`config.mk`:
```
export PLATFORM = sky130hd
export DESIGN_NAME = serial_cmd_frame_decoder
export DESIGN_NICKNAME = d
export VERILOG_FILES = /design/src/rtl/serial_cmd_frame_decoder.sv
export SDC_FILE = /design/constraint.sdc
export NUM_CORES = 1
export LEC_CHECK = 0
export CORE_ASPECT_RATIO = 0.9
export CORE_MARGIN = 1.5
export CORE_UTILIZATION = 51
export CTS_CLUSTER_SIZE = 30
export DETAILED_ROUTE_END_ITERATION = 8
export PLACE_DENSITY = 0.83
export SETUP_SLACK_MARGIN = 0.05
export SLEW_MARGIN = 20
export SYNTH_ARGS = -nofsm -noshare
export SYNTH_HDL_FRONTEND = slang
export SYNTH_SLANG_ARGS = --single-unit
```
`constraint.sdc`:
```
create_clock -name clk -period 2.2 [get_ports clk]
set_input_delay 0.33 -clock clk [delete_from_list [all_inputs] [get_ports clk]]
set_output_delay 0.33 -clock clk [all_outputs]
set_load 0.005 [all_outputs]
```
`src/rtl/serial_cmd_frame_decoder.sv`:
```
// rtl/serial_cmd_frame_decoder.sv - FF FF 00 LEN payload EE EE frame parser with valid/ready command output
// Optional inter-byte timeout enabled by defining SERIAL_DECODER_TIMEOUT_EN.
module serial_cmd_frame_decoder #(
    parameter int MAX_PAYLOAD = 8
`ifdef SERIAL_DECODER_TIMEOUT_EN
    , parameter int TIMEOUT_TICKS = 50000
`endif
) (
    input  logic                     clk,
    input  logic                     rst,
    input  logic [7:0]               rx_byte,
    input  logic                     rx_valid,
    input  logic                     rx_parity_err,
    output logic                     cmd_valid,
    input  logic                     cmd_ready,
    output logic [7:0]               cmd_len,
    output logic [MAX_PAYLOAD*8-1:0] cmd_payload,
    output logic                     err_valid,
    output logic [2:0]               err_code
);
    localparam int         PW      = MAX_PAYLOAD * 8;
    localparam logic [7:0] MAX_LEN = 8'(MAX_PAYLOAD);

    localparam logic [2:0] E_PARITY  = 3'd1;
    localparam logic [2:0] E_SPACE   = 3'd2;
    localparam logic [2:0] E_LEN     = 3'd3;
    localparam logic [2:0] E_EOF     = 3'd4;
    localparam logic [2:0] E_TIMEOUT = 3'd5;
    localparam logic [2:0] E_OVERRUN = 3'd6;

    typedef enum logic [2:0] {
        S_IDLE, S_SOF2, S_SPACE, S_LEN, S_PAYLOAD, S_EOF1, S_EOF2
    } state_t;

    state_t          r_state;
    state_t          w_state_nxt;
    logic [PW-1:0]   r_buf;
    logic [7:0]      r_len;
    logic [7:0]      r_idx;
    logic            r_cmd_valid;
    logic [7:0]      r_cmd_len;
    logic [PW-1:0]   r_cmd_payload;
    logic            r_err_valid;
    logic [2:0]      r_err_code;
    logic            w_err;
    logic [2:0]      w_code;
    logic            w_done;
    logic            w_timeout;
    logic            w_byte_ok;

    assign w_byte_ok = rx_valid && !rx_parity_err;

`ifdef SERIAL_DECODER_TIMEOUT_EN
    localparam int            TW   = $clog2(TIMEOUT_TICKS + 1);
    localparam logic [TW-1:0] TERM = TW'(TIMEOUT_TICKS - 1);
    logic [TW-1:0] r_tcnt;

    // Timeout is only evaluated on byte-free cycles, so a byte on the terminal count wins.
    assign w_timeout = !rx_valid && (r_state != S_IDLE) && (r_tcnt == TERM);

    always_ff @(posedge clk) begin
        if (rst || rx_valid || w_timeout || r_state == S_IDLE) begin
            r_tcnt <= '0;
        end else begin
            r_tcnt <= r_tcnt + TW'(1);
        end
    end
`else
    assign w_timeout = 1'b0;
`endif

    always_ff @(posedge clk) begin
        if (rst) begin
            r_state <= S_IDLE;
        end else begin
            r_state <= w_state_nxt;
        end
    end

    always_comb begin
        w_state_nxt = r_state;
        w_err       = 1'b0;
        w_code      = 3'd0;
        w_done      = 1'b0;
        if (w_timeout) begin
            w_err  = 1'b1;
            w_code = E_TIMEOUT;
        end else if (rx_valid && rx_parity_err) begin
            if (r_state != S_IDLE) begin
                w_err  = 1'b1;
                w_code = E_PARITY;
            end
        end else if (rx_valid) begin
            case (r_state)
                S_IDLE:    if (rx_byte == 8'hFF) w_state_nxt = S_SOF2;
                S_SOF2:    w_state_nxt = (rx_byte == 8'hFF) ? S_SPACE : S_IDLE;
                S_SPACE: begin
                    if (rx_byte == 8'h00) w_state_nxt = S_LEN;
                    else begin w_err = 1'b1; w_code = E_SPACE; end
                end
                S_LEN: begin
                    if (rx_byte != 8'h00 && rx_byte <= MAX_LEN) w_state_nxt = S_PAYLOAD;
                    else begin w_err = 1'b1; w_code = E_LEN; end
                end
                S_PAYLOAD: if (r_idx + 8'd1 == r_len) w_state_nxt = S_EOF1;
                S_EOF1: begin
                    if (rx_byte == 8'hEE) w_state_nxt = S_EOF2;
                    else begin w_err = 1'b1; w_code = E_EOF; end
                end
                S_EOF2: begin
                    w_state_nxt = S_IDLE;
                    if (rx_byte != 8'hEE) begin
                        w_err = 1'b1; w_code = E_EOF;
                    end else if (r_cmd_valid && !cmd_ready) begin
                        w_err = 1'b1; w_code = E_OVERRUN;
                    end else begin
                        w_done = 1'b1;
                    end
                end
                default:   w_state_nxt = S_IDLE;
            endcase
        end
        if (w_err) w_state_nxt = S_IDLE;
    end

    always_ff @(posedge clk) begin
        if (rst) begin
            r_buf         <= '0;
            r_len         <= '0;
            r_idx         <= '0;
            r_cmd_valid   <= 1'b0;
            r_cmd_len     <= '0;
            r_cmd_payload <= '0;
            r_err_valid   <= 1'b0;
            r_err_code    <= '0;
        end else begin
            r_err_valid <= w_err;
            if (w_err) r_err_code <= w_code;
            if (r_state == S_LEN && w_state_nxt == S_PAYLOAD) begin
                r_len <= rx_byte;
                r_idx <= '0;
                r_buf <= '0;
            end
            if (w_byte_ok && r_state == S_PAYLOAD) begin
                for (int i = 0; i < MAX_PAYLOAD; i++) begin
                    if (r_idx == 8'(i)) r_buf[i*8 +: 8] <= rx_byte;
                end
                r_idx <= r_idx + 8'd1;
            end
            if (w_err) r_buf <= '0;
            // A completion in the same cycle as a handshake replaces the accepted command.
            if (w_done) begin
                r_cmd_valid   <= 1'b1;
                r_cmd_len     <= r_len;
                r_cmd_payload <= r_buf;
            end else if (r_cmd_valid && cmd_ready) begin
                r_cmd_valid <= 1'b0;
            end
        end
    end

    assign cmd_valid   = r_cmd_valid;
    assign cmd_len     = r_cmd_len;
    assign cmd_payload = r_cmd_payload;
    assign err_valid   = r_err_valid;
    assign err_code    = r_err_code;
endmodule

```
Yosys cells after proc, flatten, opt, wreduce, memory -nomap -nowiden
Index checks and enable logic that the tools add are counted.

Add/sub/neg operators: 1. Magnitude comparators: 1. Mux-type cells: 47. Eq/ne operators: 18. Reduce and logical (&&, ||, !) cells: 17.

Operators with widths (count): 64-bit 2-to-1 mux (2); 8-bit 2-to-1 mux (10); 3-bit 2-to-1 mux (13); 8-bit by 3-bit equality test with 1-bit output, second input constant (4); 3-bit one-hot mux with 6 select lines (1); 8-bit by 2-bit equality test with 1-bit output, second input constant (2); 8-bit equality test, second input constant (2); 8-bit zero test (2); 1-bit 2-to-1 mux (16); 3-bit equality test, second input constant (4); 3-bit one-hot mux with 4 select lines (1); 8-bit by 1-bit adder with 8-bit output, second input constant (1); 8-bit by 1-bit equality test with 1-bit output, second input constant (1); 8-bit equality test (1); 8-bit by 4-bit <= comparator with 1-bit output, second input constant (1); 8-bit inequality test, second input constant (1); 8-bit nonzero test (1); 1-bit logical AND (7); 3-bit by 2-bit equality test with 1-bit output, second input constant (2); 2-bit 2-to-1 mux (3); 1-bit one-hot mux with 4 select lines (1); 2-bit nonzero test (2); 3-bit by 1-bit equality test with 1-bit output, second input constant (1); 3-bit zero test (1); other kinds (3) (4).

Output and inout bits: 77. Logic and storage cells: 93. Bits in registers: 160. Bits of input ports: 13.

Longest topological paths before layout
Gate-level depths: netlist of run 1.

Depth in word-level cells: 13. Depth in mapped cells: 8. Depth with buffers taken out: 6.

Least setup slack after synthesis of run 1
Ideal clock, no wire load.

Path kind: in2reg. Start point: input port rx_byte[6]. End point: register r_buf[32]. Path slack: 189 ps. Cell stages on the path: 8. Arrival: 1878 ps. Library setup time: 132 ps. Cell sequence: buf_2 or4_4 nor3_2 nand3_1 buf_4 buf_6 nand3_1 a21oi_1.

Word-level cells in the longest chain between the ends: 12. Elaborated cells on any way between the ends: 29. Those cells by class: order compare (1); eq/ne (4); mux (19); reduce/logical (5).

Ends and longest elaborated chain: start: declaration (line 11) `input logic [7:0] rx_byte,`; 8-bit by 4-bit <= comparator with 1-bit output / 8-bit nonzero test (equally long branches) (line 102) `if (rx_byte != 8'h00 && rx_byte <= MAX_LEN) w_state_nxt = S_PAYLOAD;`; 1-bit logical AND (line 102); 3-bit 2-to-1 mux / 1-bit 2-to-1 mux (equally long branches) (line 102); 3-bit one-hot mux with 6 select lines / 1-bit one-hot mux with 4 select lines (equally long branches) (line 94) `case (r_state)`; 3-bit 2-to-1 mux / 1-bit 2-to-1 mux (equally long branches) (line 93) `end else if (rx_valid) begin`; 3-bit 2-to-1 mux / 1-bit 2-to-1 mux (equally long branches) (line 88) `end else if (rx_valid && rx_parity_err) begin`; 3-bit 2-to-1 mux (line 123) `if (w_err) w_state_nxt = S_IDLE;`; 3-bit equality test (line 139) `if (r_state == S_LEN && w_state_nxt == S_PAYLOAD) begin`; 1-bit logical AND (line 139); 64-bit 2-to-1 mux (line 139); 8-bit 2-to-1 mux (line 146) `if (r_idx == 8'(i)) r_buf[i*8 +: 8] <= rx_byte;`; 64-bit 2-to-1 mux (line 144) `if (w_byte_ok && r_state == S_PAYLOAD) begin`; end signal: indexed assignment (line 146); end: declaration (line 37) `logic [PW-1:0] r_buf;`.

Parallel ways exist; a longest one is shown, timed or not. A chain may end at the register's enable or synchronous reset.

Final worst setup path of run 1
Start point: input port rx_byte[6]. End point: register r_buf[17].

Same word-level chain as after synthesis.

==> results of run 1 <==
## what timing repair did
action	CTS	global route
resized for setup	0	0
endpoints found under the setup margin	0	75
endpoints found under the hold margin	0	0
## final timing paths
kind         slack [ns]  cells past startpoint              end       startpoint
max reg2reg        0.22                      6         r_buf[7]         r_idx[6]
max                0.02                      8        r_buf[17]       rx_byte[6]
min reg2reg        0.45                      2  cmd_payload[55]  cmd_payload[55]
min                0.28                      2         r_len[0]              rst
## logic make-up (layout without fill, tap and decap cells)
group	after synthesis	in the layout
adders and majority gates	4	4
AOI/OAI and AO/OA	178	178
muxes	4	4
buffers and inverters	70	182
DFF	160	160
and+or+nand+nor	370	370
xor gates and xnor gates	10	10
## report_power, final
part           internal (mW)  switching, mW  total [mW]
registers               2.90      0.0000415        2.90
clock network           2.20           1.21        3.41
logic                 0.0657          0.115       0.181
total                   5.16           1.33        6.49
## registers in the layout (all words and copies together), names as in the netlist
| name | cells |
|---|---|
| err_valid | 1 |
| err_code | 3 |
| r_state | 3 |
| r_len | 8 |
| cmd_payload | 64 |
| r_idx | 8 |
| cmd_len | 8 |
| r_buf | 64 |
| cmd_valid | 1 |
## routing by layer
metal | vias up | part of all wire (%) | global-route usage (%)
met5 | - | 0 | 0
met4 | 0 | 2.4 | 10.9
met3 | 37 | 6.4 | 5.29
met2 | 203 | 46 | 41.8
met1 | 2805 | 45 | 34.4
li1 | 2897 | - | -
## synthesized netlist by cell type, drive strengths merged (2+ instances only)
library cell,count,area (sq um)
o31a,2,17.5
nor2b,5,31.3
nor3,5,30.0
xor2,3,26.3
o41ai,2,17.5
or4,2,18.8
nand2b,5,31.3
mux2i,4,40.0
o21ai,2,10.0
nand4,3,18.8
and3,4,25.0
a31oi,6,37.5
nand2,229,860
o21bai,2,15.0
dfxtp,160,3200
nand4b,2,23.8
a21o,2,15.0
or2,3,18.8
and2,9,56.3
nor4,6,67.6
inv,4,15.0
a311oi,4,35.0
xnor2,7,61.3
a21oi,149,821
buf,28,193
nor2,12,45.0
nand3,73,365
and3b,5,43.8
clkbuf,38,144
ha,4,50.1
## per-stage QoR
step                util, %  cell area, sq um  power, mW  hold WS, ns  cells
detailed placement     63.4              7750       3.14        0.445   1036
finish                 69.0              8440       6.49        0.276   1068
global placement       63.4              7750       3.13        0.438   1036
floorplan                 -              6480       3.05        0.437    796
global route           69.0              8440       6.64        0.274   1068
CTS                    69.0              8440       6.51        0.256   1068
## area by class of cell
type / count / area (sq um) / area share, %
Tap cell: 160 / 200 / 2.37
Sequential cell: 160 / 3200 / 38.0
Timing Repair Buffer: 146 / 1390 / 16.5
Clock buffer: 20 / 457 / 5.41
Inverter: 4 / 15.0 / 0.178
Multi-Input combinational cell: 566 / 2940 / 34.9
Clock inverter: 12 / 229 / 2.71
## cell usage in the layout, fill, tap and decap left out, types with 3 or more instances in the layout
master and count:
nor3_1 4, and2_1 9, nor2_1 12, bufinv_16 6
and3b_1 5, nand3_1 71, ha_1 4, clkdlybuf4s50_1 88
xor2_1 3, nand2b_1 5, a311oi_1 4, nor4_1 4
clkinv_4 4, dfxtp_1 160, inv_1 4, and3_1 3
buf_12 6, nand4_1 3, mux2i_1 4, xnor2_1 7
nor2b_1 5, clkbuf_16 17, a21oi_2 20, a21oi_1 129
buf_4 51, a31oi_1 6, nand2_1 229
## critical path, delay by kind of cell
kind / cells / cell delay [ns]
AO/OA/AOI/OAI: 3 / 0.84
buffers and inverters: 3 / 1.05
AND/OR/NAND/NOR: 2 / 0.32
==> reports/results.ini, run 1 <==
[global_route]
antenna_found_initial=0
grt_max_degree=47
track_usage_pct=26.1
grt_pass1_vias=5471
grt_pass1_wl_mm=27.2
grt_overflow=0

[job]
cap_viol_max_count=0

[yosys]
synth.net_count=813
async_flop_share_pct=0
synth_xor_area_share_pct=1.35
synth_top_family_by_area=simple AND/OR/NAND/NOR gates
synth_mux_area_share_pct=0.618
synthAdderAreaFrac_pct=0.773
synth_cell_types=55
ys_ff_latch=160
synth_compound_gate_area_share_pct=16.2
ys_seq_area_share_pct=49.4
synth_edf_count=0
ys_warn_count=0
netlist_area_sq_um=6480
yosys.area_share.simple_pct=26.1
synth.avg_cell_area_sq_um=8.14
synthFlopType=dfxtp_1
synthCells=796

[floorplan]
coreArea_sq_um=12200
io_pins=90
dieHeight_um=110
floorplan.rows=38
chipWidth_um=122
start_util_pct=53.0
die-area_sq_um=13400

[drt]
num_vias=5942
initialDrtViolationCount=463
wl_per_cell_um=16.0
drc=0
wirelength_mm=17.1
ant_nets=0
via_per_inst=5.56
drt-pass1-iter-count=6

[timing]
maxClockFrequency_mhz=459
period_share_pct=99.1
relSlewSlack_pct=66.0
clock_skew_ns=0.0180
grt_setup_unrepaired=true
hold_viol_final=0
slew_violations=0
worst_pin_slew_ns=0.504
setup_viol=0
fin_tns_setup_ns=0
fin_ws_ns=0.0194
fin_crit_ns=2.18

[power_and_ir_drop]
peakVddDrop_uv=636
power.density_nw_per_um2=769
leakage_nw=2.84

[worst_setup_path]
crit_fanout=18
crit_arrival_ns=2.54
worstSetupEndpointType=flop
slowest_delay_ns=0.55
startpoint_type=input port
crit_top_cell=buf_4
crit_chain=clkdlybuf4s50_1, buf_4, nand2_1, o41ai_1, a21o_1, nand4b_4, buf_4, a21oi_1
crit_slowest_cell=clkdlybuf4s50_1
cp.required_ns=2.56
path_class=input port to flop

[clock_network]
clock_latency_ns=0.43
cts_made_buffers=17
cts_hold_buf=0
htree_levels=4
cts_setup_buffers=0
clock_sinks=160
clockBufferDepth=2
clock-root-buffer=clkbuf_16
cts_tree=done
clk_pin_slew_worst_paths_ns=0.06

[place]
portBuffers=89
place_congestion=1.01
dp_hpwl_mm=11.0
place_ws_ns=-0.267

[layout]
diodes=0
drive_above_1_share_pct=13.5
final_nets=912
fill_cells=953
area_growth_pct=30.2

[status]
status=completed

[min_path]
hold_path.class=input port to flop

Power figures use the tool's default switching activity.
==> run 2: changes to the inputs <==
==> constraint.sdc (replaced) <==
create_clock -name clk -period 2.2 [get_ports clk]
set_input_delay 0.33 -clock clk [delete_from_list [all_inputs] [get_ports clk]]
set_output_delay 0.33 -clock clk [all_outputs]
set_load 0.01 [all_outputs]
==> results of run 2 <==
Same layout as run 1 (identical final DEF). Status: completed.
==> patch 1, RTL diff (flow settings as in run 1) <==
`MAX_PAYLOAD`: 8 -> 10.
--- a/src/rtl/serial_cmd_frame_decoder.sv
+++ b/src/rtl/serial_cmd_frame_decoder.sv
@@ -1,7 +1,7 @@
 // rtl/serial_cmd_frame_decoder.sv - FF FF 00 LEN payload EE EE frame parser with valid/ready command output
 // Optional inter-byte timeout enabled by defining SERIAL_DECODER_TIMEOUT_EN.
 module serial_cmd_frame_decoder #(
-    parameter int MAX_PAYLOAD = 8
+    parameter int MAX_PAYLOAD = 10
 `ifdef SERIAL_DECODER_TIMEOUT_EN
     , parameter int TIMEOUT_TICKS = 50000
 `endif
Interface: changed (resized cmd_payload); port bits go from 90 to 106. The function was not compared with the original's and may differ.
==> patch 1 against run 1 <==
  * Area after synthesis grew 22%
  * Setup slack gained 170 ps
  * Non-clock buffer count rose by 11
  * Routed wire length rose by 13%
  * Sequential share of layout area grew 0.71 points
  * Sequential power grew 20%
  * Sequential cell count grew 32
  * Power grew 6.1%
  * Count of clock-buffer cells in the layout shrank 1
  * Critical endpoint is now r_buf[31]
  * Design area grew 18%
==> patch 1: results (changes against run 1) <==
- Outcome: finished, final reports clean
- Synth cell types: 56 (+1.8%)
- Max FO, Critical Path: 59 (+41)
- Root Driver: clkbuf_16
- DR iter-0 viols: 746 (+61%)
- Final cell count without fillers: 1262 (+18%)
- DP Cell Count: 1230 (+19%)
- Syn_nets: 968 (+19%)
- Number of global-route vias before repair: 6406 (+17%)
- Most frequent cells after synthesis: 282 x nand2_1, 192 x dfxtp_1, 109 x a21oi_1
- Async set-reset flop share out of synthesis: 0 (unchanged)
- CTS H-Tree Depth: 4 (unchanged)
- Crit path largest cell delay: 580 ps (+30 ps)
- Leakage: 3.18 nW (+12%)
- Largest net degree at the start of global routing: 104 (+120%)
- Hpwl dp: 12700 um (+15%)
- Slowest-stage cell, CP: or4_4
- Drt wl/cell: 15.3 um (-4.5%)
- Setup Buffers After CTS: 0 (unchanged)
- Ratio of cells with drive above 1 in the final layout: 0.163 (+0.0271)
- VDD IR max: 0.531 mV (-17%)
- Worst-case clock skew: 7.68 ps (-10.3 ps)
- Sequential area share after synthesis: 0.488 (-0.00649)
- Clock transition at path regs: around 70 ps
- Hold Path Class: in2reg
- Fillers: 1241 (+30%)
- Slew @ Worst Pin: 574 ps (+70.5 ps)
- Vias post-DR: 7006 (+18%)
- Ranking of synthesized cells by area: dfxtp_1 49%, nand2_1 13%, a21oi_2 8.0%
- GPL Wtd Cong: 0.910 (-9.6%)
- First-pass GRT wire length: 31100 um (+14%)
- Mean Syn Cell Area: 8.28 um^2 (+1.8%)
- Final #Nets: 1068 (+17%)
- Total GRT Usage: 0.239 (-0.0213)
- Port Buffers: 105 (+18%)
[patch 1: layer usage]
metal	track usage	vias up	wire length (um)
li1	-	3435	-
met1	0.320	3252	8550
met2	0.382	279	8930
met3	0.0505	40	1330
met4	0.0904	0	440
met5	0	-	0
[patch 1: path summary, 6_finish.rpt]
kind	slack, ps	end	startpoint	depth (start not counted)
worst max-delay path	190	r_buf[31]	rx_byte[4]	7
worst min-delay path	360	r_idx[3]	rst	4
worst max register to register	220	r_state[1]	r_state[0]	6
worst min register to register	450	cmd_payload[67]	r_buf[67]	2
[patch 1: report_power, final]
| group | total [mW] | switching (mW) | internal [mW] |
|---|---|---|---|
| Clock | 3.22 | 1.37 | 1.84 |
| Sequential | 3.47 | 0.0000886 | 3.47 |
| Combinational | 0.195 | 0.132 | 0.0633 |
[patch 1: logic make-up after synthesis]
kind of cell | synth area share
simple gates | 0.255
compound gates | 0.184
flops | 0.488
buf+inv | 0.0523
xor+xnor | 0.00890
mux | 0.00508
fa+ha+maj | 0.00635
[patch 1: final cells by class]
class	instances	share of cell area
flip-flops and latches	192	0.387
repair buffers	157	0.157
inverters	4	0.00151
clock inverters	13	0.0176
multi-input cells	679	0.367
clock buffers	19	0.0446
well taps	198	0.0249
[patch 1: worst max-delay path: cells and delay by family]
kind,cells,cell delay (ps)
AO/OA/AOI/OAI,2,290
buffers and inverters,2,690
AND/OR/NAND/NOR,3,950
[patch 1: stage by stage]
step | TNS, ps | area (um^2) | setup slack [ps] | hold slack [ps] | util
floorplan | 0 | 7880 | 387 | 432 | -
global placement | -11410 | 9320 | -150 | 443 | 0.624
detailed placement | -16630 | 9320 | -185 | 446 | 0.624
CTS | 0 | 9940 | 254 | 352 | 0.666
global route | 0 | 9940 | 87.3 | 392 | 0.666
finish | 0 | 9940 | 193 | 360 | 0.666
==> patch 2, RTL diff (config.mk and constraints of run 1) <==
Without the edit above. The 7 states of `state_t` get a one-hot encoding in 7 bits.
--- a/src/rtl/serial_cmd_frame_decoder.sv
+++ b/src/rtl/serial_cmd_frame_decoder.sv
@@ -28,8 +28,8 @@
     localparam logic [2:0] E_TIMEOUT = 3'd5;
     localparam logic [2:0] E_OVERRUN = 3'd6;
 
-    typedef enum logic [2:0] {
-        S_IDLE, S_SOF2, S_SPACE, S_LEN, S_PAYLOAD, S_EOF1, S_EOF2
+    typedef enum logic [6:0] {
+        S_IDLE = 7'b0000001, S_SOF2 = 7'b0000010, S_SPACE = 7'b0000100, S_LEN = 7'b0001000, S_PAYLOAD = 7'b0010000, S_EOF1 = 7'b0100000, S_EOF2 = 7'b1000000
     } state_t;
 
     state_t          r_state;
Check against the original RTL: same outputs for any inputs over 4 cycles, from zero or initial values and one cycle with rst high; so few cycles prove little.
==> patch 2 against run 1 <==
  * Power decreased by 7.0%
  * First-iteration DRC count is 9.9% lower
  * Routed wire length decreased by 3.1%
  * Setup slack better by 98 ps
  * Sequential cell count increased by 4
  * Global-route usage increased by 0.19 points
  * Die area is 1.1% lower
  * Area after synthesis is 1.2% lower
  * Cell count is 7.2% lower
  * Design area is 0.27% lower
  * Non-clock buffer count is 8 higher
==> patch 2: results (changes against run 1) <==
- Root Driver: clkbuf_16
- Top delay family on crit path: simple AND/OR/NAND/NOR gates
- Number of buffers created by CTS: 17 (unchanged)
- Placed Area: 7760 um^2 (+0.16%)
- DRT Pass-1 Iters: 5 (-1)
- Total GRT Usage: 0.263 (+0.00191)
- Max FO, Critical Path: 5 (-13)
- Vias post-DR: 5586 (-6.0%)
- Arr. time, crit path: 2420 ps (-120 ps)
- Ranking of synthesized cells by area: dfxtp_1 51%, nand2_1 9.1%, a22o_1 8.8%
- Worst-case clock skew: 8.33 ps (-9.67 ps)
- Clk buf depth: 2 (unchanged)
- Slew @ Worst Pin: 475 ps (-29.0 ps)
- VDD IR max: 0.503 mV (-21%)
- Hpwl dp: 11600 um (+5.7%)
- Outcome: finished, final reports clean
- Final cell count without fillers: 991 (-7.2%)
- Most frequent cells after synthesis: 164 x dfxtp_1, 156 x nand2_1, 85 x a21oi_1
- CTS H-Tree Depth: 4 (unchanged)
- Hold Path Class: in2reg
- Worst slack, placed: -637 ps (-370 ps)
- Ratio of cells with drive above 1 in the final layout: 0.155 (+0.0198)
- Crit path largest cell delay: 580 ps (+30 ps)
- Leakage: 3.01 nW (+5.9%)
- Drt wl/cell: 16.7 um (+4.5%)
- Synth cell types: 55 (unchanged)
- Clock transition at path regs: 60 ps (about the same)
- Port Buffers: 89 (unchanged)
- Slowest-stage cell, CP: or4_1
- Max Cap Viol: 0 (unchanged)
- DR iter-0 viols: 417 (-9.9%)
- Initial antenna violation count: 0 (unchanged)
- Mapped Cells: 699 (-12%)
- Number of diodes: 0 (unchanged)
- Syn_nets: 716 (-12%)
- Number of global-route vias before repair: 5534 (+1.2%)
- Final #Nets: 837 (-8.2%)
- Sequential area share after synthesis: 0.513 (+0.0183)
- GPL Wtd Cong: 0.822 (-18%)
- Largest net degree at the start of global routing: 73 (+55%)
- Async set-reset flop share out of synthesis: 0 (unchanged)
- First-pass GRT wire length: 27300 um (+0.25%)
- Skew-Pair Late Insertion Delay: 420 ps
- Yosys warns: 0 (unchanged)
- DP Cell Count: 959 (-7.4%)
## patch 2: cell count changes in the layout (fill, tap and decap cells not counted), moves of 6 or more
cell and change:
a21oi_1 -44, a21oi_2 -20, a21oi_4 +8, a22o_1 +64
buf_4 +7, clkdlybuf4s50_1 -8, nand2_1 -73, nand3_1 -61
nor2_1 +17, nor3_1 +6, o21ai_0 +6
## patch 2: power breakdown
group | switching, mW | leakage, nW | internal (mW)
registers | 0.00423 | 1.32 | 2.97
clock network | 1.17 | 0.265 | 1.61
logic | 0.166 | 1.42 | 0.101
## patch 2: logic make-up (layout without fill, tap and decap cells)
logic type      Yosys count  count (layout)  synth area share
simple gates            269             269             0.195
mux                       5               5           0.00782
flops                   164             164             0.513
compound gates          185             185             0.208
fa+ha+maj                 4               4           0.00782
xor+xnor                 16              16            0.0219
buf+inv                  56             188            0.0467
## patch 2: final timing paths
| kind | from | endpoint | slack, ps | cells past startpoint |
|---|---|---|---|---|
| worst max-delay path | r_idx[1] | r_state[5] | 120 | 7 |
| worst min-delay path | rst | cmd_payload[56] | 190 | 2 |
| worst max register to register | r_idx[1] | r_state[5] | 120 | 7 |
| worst min register to register | cmd_payload[38] | cmd_payload[38] | 450 | 2 |
## patch 2: per-stage QoR
step | utilization | TNS, ps | power (mW) | hold slack [ps]
finish | 0.691 | 0 | 6.03 | 189
global placement | 0.638 | -59450 | 3.29 | 439
floorplan | - | -20030 | 3.19 | 437
CTS | 0.684 | 0 | 6.05 | 165
detailed placement | 0.638 | -70020 | 3.30 | 444
global route | 0.691 | -17.0 | 6.22 | 186
## patch 2: repair_timing
action                                 in CTS  in global routing
pin swaps                                  33                  7
resized for setup                          14                 14
endpoints found under the hold margin       0                  0
buffers inserted                            0                  2
setup endpoints to repair                  72                124
## patch 2: per-layer routing
layer  global-route usage  share of wire  up-vias
li1                     -              -     2674
met1                0.328           0.43     2685
met2                0.446           0.49      197
met3               0.0633          0.053       30
met4               0.0950          0.021        0
met5                    0              0        -
## patch 2: area by class of cell
class | instances | area [um^2]
clock inverters | 10 | 97.6
multi-input cells | 479 | 2910
inverters | 4 | 15.0
clock buffers | 20 | 457
fillers | 894 | 3760
well taps | 160 | 200
flip-flops and latches | 164 | 3290
repair buffers | 154 | 1440
